### config.mk
export PLATFORM = sky130hd
export DESIGN_NAME = mem_arbiter
export DESIGN_NICKNAME = d
export VERILOG_FILES = /design/src/rtl/mem_arbiter.sv
export SDC_FILE = /design/constraint.sdc
export NUM_CORES = 1
export LEC_CHECK = 0
export BUFFER_PORTS_ARGS = -buffer_cell sky130_fd_sc_hd__buf_2
export CAP_MARGIN = 20
export CORE_MARGIN = 1
export CORE_UTILIZATION = 46
export CTS_CLUSTER_SIZE = 12
export DETAILED_ROUTE_END_ITERATION = 16
export PLACE_DENSITY = 0.75
export SYNTH_ARGS = -nofsm -noshare
export SYNTH_HDL_FRONTEND = slang
export SYNTH_SLANG_ARGS = --single-unit
export TNS_END_PERCENT = 50
### constraint.sdc
create_clock -name clk -period 1.8 [get_ports clk]
set_input_delay 0.27 -clock clk [delete_from_list [all_inputs] [get_ports clk]]
set_output_delay 0.27 -clock clk [all_outputs]
set_load 0.02 [all_outputs]
### src/rtl/mem_arbiter.sv
// Arbitrates the single external SRAM between instruction fetch and the MEM-stage
// data port, sequencing chip/output/write strobes with a fixed wait-state count.
module mem_arbiter #(
    parameter int ADDR_W      = 18,
    parameter int DATA_W      = 16,
    parameter int WAIT_CYCLES = 2
) (
    input  logic              clk,
    input  logic              rst,
    input  logic              if_req_i,
    input  logic [ADDR_W-1:0] if_addr_i,
    output logic [DATA_W-1:0] if_data_o,
    output logic              if_ack_o,
    input  logic              mem_req_i,
    input  logic              mem_we_i,
    input  logic [ADDR_W-1:0] mem_addr_i,
    input  logic [DATA_W-1:0] mem_wdata_i,
    output logic [DATA_W-1:0] mem_rdata_o,
    output logic              mem_ack_o,
    output logic              stall_o,
    output logic [ADDR_W-1:0] sram_addr_o,
    output logic [DATA_W-1:0] sram_wdata_o,
    input  logic [DATA_W-1:0] sram_rdata_i,
    output logic              sram_dq_oe_o,
    output logic              sram_ce_n_o,
    output logic              sram_oe_n_o,
    output logic              sram_we_n_o
);

    localparam int CNT_W = $clog2(WAIT_CYCLES) + 1;
    localparam logic [CNT_W-1:0] CNT_LOAD = CNT_W'(WAIT_CYCLES - 1);

    typedef enum logic [2:0] {
        S_IDLE,
        S_INST_RD,
        S_DATA_RD,
        S_DATA_WR,
        S_WR_REC,
        S_DONE
    } state_t;

    state_t            r_state;
    state_t            w_state_next;
    logic [CNT_W-1:0]  r_cnt;
    logic [CNT_W-1:0]  w_cnt_next;
    logic              r_src_mem;
    logic              w_src_mem_next;

    logic              w_grant;
    logic              w_grant_wr;
    logic [ADDR_W-1:0] w_grant_addr;
    logic              w_capture;
    logic              w_ce_act;
    logic              w_oe_act;
    logic              w_we_act;
    logic              w_dq_act;

    logic [ADDR_W-1:0] r_sram_addr;
    logic [DATA_W-1:0] r_sram_wdata;
    logic [DATA_W-1:0] r_if_data;
    logic [DATA_W-1:0] r_mem_rdata;
    logic              r_if_ack;
    logic              r_mem_ack;
    logic              r_ce_n;
    logic              r_oe_n;
    logic              r_we_n;
    logic              r_dq_oe;

    // Next-state, grant and capture decode
    always_comb begin
        w_state_next   = r_state;
        w_cnt_next     = r_cnt;
        w_src_mem_next = r_src_mem;
        w_grant        = 1'b0;
        w_grant_wr     = 1'b0;
        w_grant_addr   = if_addr_i;
        w_capture      = 1'b0;

        case (r_state)
            S_IDLE: begin
                if (mem_req_i) begin
                    w_grant        = 1'b1;
                    w_grant_wr     = mem_we_i;
                    w_grant_addr   = mem_addr_i;
                    w_src_mem_next = 1'b1;
                    w_cnt_next     = CNT_LOAD;
                    w_state_next   = mem_we_i ? S_DATA_WR : S_DATA_RD;
                end else if (if_req_i) begin
                    w_grant        = 1'b1;
                    w_grant_addr   = if_addr_i;
                    w_src_mem_next = 1'b0;
                    w_cnt_next     = CNT_LOAD;
                    w_state_next   = S_INST_RD;
                end
            end
            S_INST_RD, S_DATA_RD: begin
                if (r_cnt == '0) begin
                    w_capture    = 1'b1;
                    w_state_next = S_DONE;
                end else begin
                    w_cnt_next = r_cnt - CNT_W'(1);
                end
            end
            S_DATA_WR: begin
                if (r_cnt == '0) begin
                    w_state_next = S_WR_REC;
                end else begin
                    w_cnt_next = r_cnt - CNT_W'(1);
                end
            end
            S_WR_REC: w_state_next = S_DONE;
            S_DONE:   w_state_next = S_IDLE;
            default:  w_state_next = S_IDLE;
        endcase
    end

    // Strobes are registered from the next state so pins change cleanly on the edge
    always_comb begin
        w_ce_act = (w_state_next == S_INST_RD) || (w_state_next == S_DATA_RD) ||
                   (w_state_next == S_DATA_WR) || (w_state_next == S_WR_REC);
        w_oe_act = (w_state_next == S_INST_RD) || (w_state_next == S_DATA_RD);
        w_we_act = (w_state_next == S_DATA_WR);
        w_dq_act = (w_state_next == S_DATA_WR) || (w_state_next == S_WR_REC);
    end

    always_ff @(posedge clk) begin
        if (!rst) begin
            r_state      <= S_IDLE;
            r_cnt        <= '0;
            r_src_mem    <= 1'b0;
            r_sram_addr  <= '0;
            r_sram_wdata <= '0;
            r_if_data    <= '0;
            r_mem_rdata  <= '0;
            r_if_ack     <= 1'b0;
            r_mem_ack    <= 1'b0;
            r_ce_n       <= 1'b1;
            r_oe_n       <= 1'b1;
            r_we_n       <= 1'b1;
            r_dq_oe      <= 1'b0;
        end else begin
            r_state   <= w_state_next;
            r_cnt     <= w_cnt_next;
            r_src_mem <= w_src_mem_next;
            r_ce_n    <= ~w_ce_act;
            r_oe_n    <= ~w_oe_act;
            r_we_n    <= ~w_we_act;
            r_dq_oe   <= w_dq_act;
            r_if_ack  <= (w_state_next == S_DONE) && !w_src_mem_next;
            r_mem_ack <= (w_state_next == S_DONE) && w_src_mem_next;
            if (w_grant) begin
                r_sram_addr <= w_grant_addr;
            end
            if (w_grant_wr) begin
                r_sram_wdata <= mem_wdata_i;
            end
            // Read data registers hold until the next capture for the same port
            if (w_capture && r_src_mem) begin
                r_mem_rdata <= sram_rdata_i;
            end
            if (w_capture && !r_src_mem) begin
                r_if_data <= sram_rdata_i;
            end
        end
    end

    assign if_data_o    = r_if_data;
    assign if_ack_o     = r_if_ack;
    assign mem_rdata_o  = r_mem_rdata;
    assign mem_ack_o    = r_mem_ack;
    assign sram_addr_o  = r_sram_addr;
    assign sram_wdata_o = r_sram_wdata;
    assign sram_dq_oe_o = r_dq_oe;
    assign sram_ce_n_o  = r_ce_n;
    assign sram_oe_n_o  = r_oe_n;
    assign sram_we_n_o  = r_we_n;

    // Released in the ack cycle so the pipeline advances exactly once per access
    assign stall_o = (mem_req_i & ~r_mem_ack) | (if_req_i & ~r_if_ack);

endmodule

Yosys cells after proc, flatten, opt, wreduce, memory -nomap -nowiden

Cells that the tools add are included.

Bits in registers: 78
Input bits: 73
Output and inout port bits: 73
Word-level logic and storage cells: 71

Add/sub/neg operators: 1
Eq/ne operators: 11
Mux-type cells: 22
Bitwise operators: 8
Reductions and logical operators: 16

Operators with widths:

| cell                | count |
|---|---|
| $mux 18             | 2 |
| $eq 3x2->1 const B  | 4 |
| $mux 3              | 4 |
| $pmux 3 s4          | 1 |
| $mux 1              | 11 |
| $eq 3x3->1 const B  | 3 |
| $eq 3x1->1 const B  | 2 |
| $mux 2              | 3 |
| $not 1->1           | 5 |
| $logic_and 1x1->1   | 4 |
| $logic_or 1x1->1    | 4 |
| $pmux 2 s2          | 1 |
| $logic_not 3->1     | 1 |
| $ne 3x3->1 const B  | 1 |
| $reduce_and 3->1    | 1 |
| $reduce_or 3->1     | 1 |
| $and 1x1->1         | 2 |
| $logic_not 1->1     | 2 |
| $logic_not 2->1     | 1 |
| $ne 2x2->1 const B  | 1 |
| $reduce_bool 2->1   | 1 |
| $reduce_or 2->1     | 1 |
| $sub 2x1->2 const B | 1 |
| $or 1x1->1          | 1 |

Depth between registers and ports, before layout

Depth in word-level cells: 8
Depth in mapped cells: 8
Mapped depth without buffers: 6

Worst setup path after synthesis

Ideal clock, no wire load.

Kind: register to register
From: register r_cnt[0]
To: register r_if_data[10] (netlist: if_data_o[10])
Setup time: 0.128 ns
Data arrival time: 1.454 ns
Data required time: 1.672 ns
Slack: 0.218 ns
Cell stages (with the launch flop): 9
Buffers on the path: 2
Period minus slack after synthesis: 1.582 ns
Cells stage by stage: dfxtp_1 -> inv_1 -> ha_1 -> nor2b_1 -> and3b_1 -> buf_6 -> buf_8 -> mux2i_1 -> nor2_1

Cells in the longest elaborated chain, start to end: 4

Ends and longest elaborated chain:

| element                  | RTL line | source |
|---|---|---|
| start: declaration       | 44       | `logic [CNT_W-1:0] r_cnt;` |
| start signal: assignment | 143      | `r_cnt <= w_cnt_next;` |
| $logic_not 2->1          | 97       | `if (r_cnt == '0) begin` |
| $mux 1                   | 97       |  |
| $mux 1                   | 79       | `case (r_state)` |
| $logic_and 1x1->1        | 161      | `if (w_capture && !r_src_mem) begin` |
| end signal: assignment   | 162      | `r_if_data <= sram_rdata_i;` |
| end: declaration         | 60       | `logic [DATA_W-1:0] r_if_data;` |

No other way between the ends.
A chain may end at the register's enable or synchronous reset.

Final worst setup path

From: register r_state[0]
To: register r_sram_wdata[7] (netlist: sram_wdata_o[7])

Cells in the longest elaborated chain, start to end: 2

Ends and longest elaborated chain:

| element                  | RTL line | source |
|---|---|---|
| start: declaration       | 42       | `state_t r_state;` |
| start signal: assignment | 142      | `r_state <= w_state_next;` |
| $logic_not 3->1          | 79       |  |
| $mux 1                   | 79       |  |
| end signal: assignment   | 155      | `r_sram_wdata <= mem_wdata_i;` |
| end: declaration         | 59       | `logic [DATA_W-1:0] r_sram_wdata;` |

No other way between the ends.

==> impl_metrics.py <==
metrics = {
    "cells_and_area": {
        "num_antenna_cells": 0,
        "drive_above_1_share_pct": 41.47,
        "syn2layout_area_growth_pct": 31.71,
        "final_util_pct": 64.50,
        "stdcell_count": 540,
        "fin_nets": 533,
        "nFillCells": 562,
        "fin_area_um2": 4189,
    },
    "clocking": {
        "clockRootBuffer": "clkbuf_8",
        "cts_tree": "yes",
        "numCtsBuffers": 9,
        "htree_levels": 3,
        "clockBufferDepth": 2,
        "insertion_delay_ps": 340,
        "clock-sinks": 78,
        "post_cts_buffers": 0,
        "cts.clk_slew.worst_paths_ps": 80,
    },
    "critical_path": {
        "worst-endpoint-arrival_ps": 1890,
        "rrSetupSlack_ps": 180,
        "critPathCaptureType": "register",
        "crit_path_start_kind": "register",
        "worst-path-max-fanout": 16,
        "r2r.worst_path.cells": 4,
        "required_ps": 2070,
        "crit_type": "reg2reg",
    },
    "grt": {
        "grt_pass1_wl_um": 11480,
        "antenna_found_initial": 0,
        "grt_overflow_total": 0,
        "grt_pass1_vias": 2570,
        "grt_max_degree": 37,
        "track_usage_pct": 20.10,
    },
    "synthesis": {
        "ys_types": 38,
        "synth_nets": 392,
        "ys.flop_type": "dfxtp_1",
        "netlist_area_um2": 3181,
        "seq_area_frac_synth_pct": 49.10,
        "ys_async_sr_fraction_pct": 0,
        "synth_edf_count": 0,
        "synth_cells": 318,
        "ys_warn_count": 0,
        "avgSynthCellArea_um2": 10.00,
        "ys_seq_elements": 78,
    },
    "timing": {
        "whs_ps": 159.1,
        "fin_skew_ps": 6.939,
        "min_period_ps": 1622,
        "finalSetupViolCount": 0,
        "worst_slew_pin_slew_ps": 502.3,
        "setup_tns_ps": 0,
        "slew_violations": 0,
        "finalHoldViolations": 0,
        "grt_setup_unrepaired": "no",
        "min_period_over_period_pct": 90.11,
        "fmax_mhz": 616.6,
        "relSlewSlack_pct": 66.46,
    },
    "run_status": {
        "status": "finished clean",
    },
    "floorplanning": {
        "initial_utilization_pct": 48.97,
        "coreArea_um2": 6495,
        "die_h_um": 85.15,
        "rows": 29,
        "io_pins": 146,
        "fp.dieArea_um2": 7251,
        "die_w_um": 85.15,
    },
    "placement": {
        "dp.cells": 525,
        "gp_congestion": 0.8335,
        "port_buffers": 145,
        "dpl_cell_area_um2": 3951,
        "dp_hpwl_um": 5209,
    },
    "detailed_routing": {
        "wl_per_cell_um": 13.12,
        "post_drt_via_cell_ratio": 4.935,
        "vias": 2665,
        "drc": 0,
        "drt-pass1-iter-count": 4,
        "ant_nets": 0,
        "wl_um": 7084,
        "drt-initial-drc-count": 128,
    },
    "power_and_ir_drop": {
        "powerDensity_nw_per_um2": 1724,
        "p_leak_nw": 2.055,
        "ir_drop_mv": 0.7041,
    },
    "worst_hold_path": {
        "min_path_cells": 3,
        "worstHoldPathType": "in2reg",
    },
    "flow_run": {
        "maxCapViolCount": 0,
    },
}
==> placed cells by master (no fill, tap or decap), drive strengths merged, types with 3 or more instances in the layout <==
cell type  Yosys  final
a21oi         19     19
bufinv         0      3
a211oi        18     18
nor3           4      4
nand2         38     38
nor2          54     54
dfxtp         78     78
buf           15    152
o21ai          4      4
inv            5      5
clkbuf         7      9
mux2i         51     51
==> what timing repair did <==
item	in CTS	in global routing
gates resized for setup	0	1
hold buffers	0	0
endpoints found under the setup margin	0	3
==> synthesized netlist by cell type (2+ instances only) <==
cell type	number	area [um2]
dfxtp_1	78	1562
inv_1	5	18.77
clkbuf_1	7	26.28
and2_2	2	15.01
buf_4	4	30.03
mux2i_1	51	510.5
a211oi_2	13	162.7
xor2_1	2	17.52
buf_2	3	15.01
a211oi_1	5	37.54
buf_6	5	56.30
o21a_1	2	15.01
nor2_1	54	202.7
nor4_1	2	12.51
o21ai_0	4	20.02
a21oi_1	19	95.09
nor3_1	3	15.01
nand2_1	38	142.6
mux2_2	2	22.52
==> worst max-delay path, cell delays in order, from the launching register on <==
cell	delay, ps
dfxtp_1	420
nor4b_4	470
and2_2	410
nand2_1	100
a21oi_1	140
==> layout make-up <==
cell class	instances	area [um2]	share of cell area, %
timing repair buffer	152	840.8	20.07
clock inverter	6	111.4	2.658
clock buffer	9	123.9	2.957
sequential	78	1562	37.28
inverter	5	18.77	0.4480
multi-input combinational	213	1436	34.29
tap	77	96.34	2.300
==> through the flow <==
| step | power [mW] | worst slack (ps) |
|---|---|---|
| global placement | 5.651 | 201.1 |
| finish | 7.222 | 178.1 |
| floorplan | 4.997 | 218.0 |
| global route | 7.694 | 21.12 |
| CTS | 7.286 | 115.9 |
| detailed placement | 5.730 | 154.2 |
==> power by group <==
| group | total, mW | internal [mW] | switching [mW] |
|---|---|---|---|
| sequential | 2.51 | 2.21 | 0.305 |
| combinational | 3.18 | 1.35 | 1.83 |
| clock | 1.53 | 0.913 | 0.622 |
==> worst paths after layout <==
kind | start | to
hold reg to reg | sram_wdata_o[13] | sram_wdata_o[13]
setup / recovery | r_state[0] | sram_wdata_o[7]
setup reg to reg | r_state[0] | sram_wdata_o[7]
hold / removal | mem_wdata_i[13] | sram_wdata_o[13]
==> cell families (layout without fill, tap and decap cells) <==
family / after synthesis / count (layout) / share of synthesized area, %
and+or+nand+nor: 111 / 111 / 15.97
DFF: 78 / 78 / 49.10
muxes: 53 / 53 / 16.76
xor gates and xnor gates: 2 / 2 / 0.5508
adders and majority gates: 1 / 1 / 0.3933
buffers and inverters: 27 / 172 / 5.822
AOI/OAI and AO/OA: 46 / 46 / 11.41
==> per-layer routing <==
metal	GRT usage [%]	share of wire, %	up-vias
met5	0	0	-
met4	10.32	2.7	0
met3	5.447	7.9	18
met2	32.84	46	113
met1	24.34	44	1177
li1	-	-	1357
==> flip-flops by register name, summed over array words and instances, names as in the netlist, 2 cells and up <==
signal,cells
sram_addr_o,18
if_data_o,16
mem_rdata_o,16
sram_wdata_o,16
r_state,3
r_cnt,2
No activity file was read; power rests on OpenSTA's default activity.
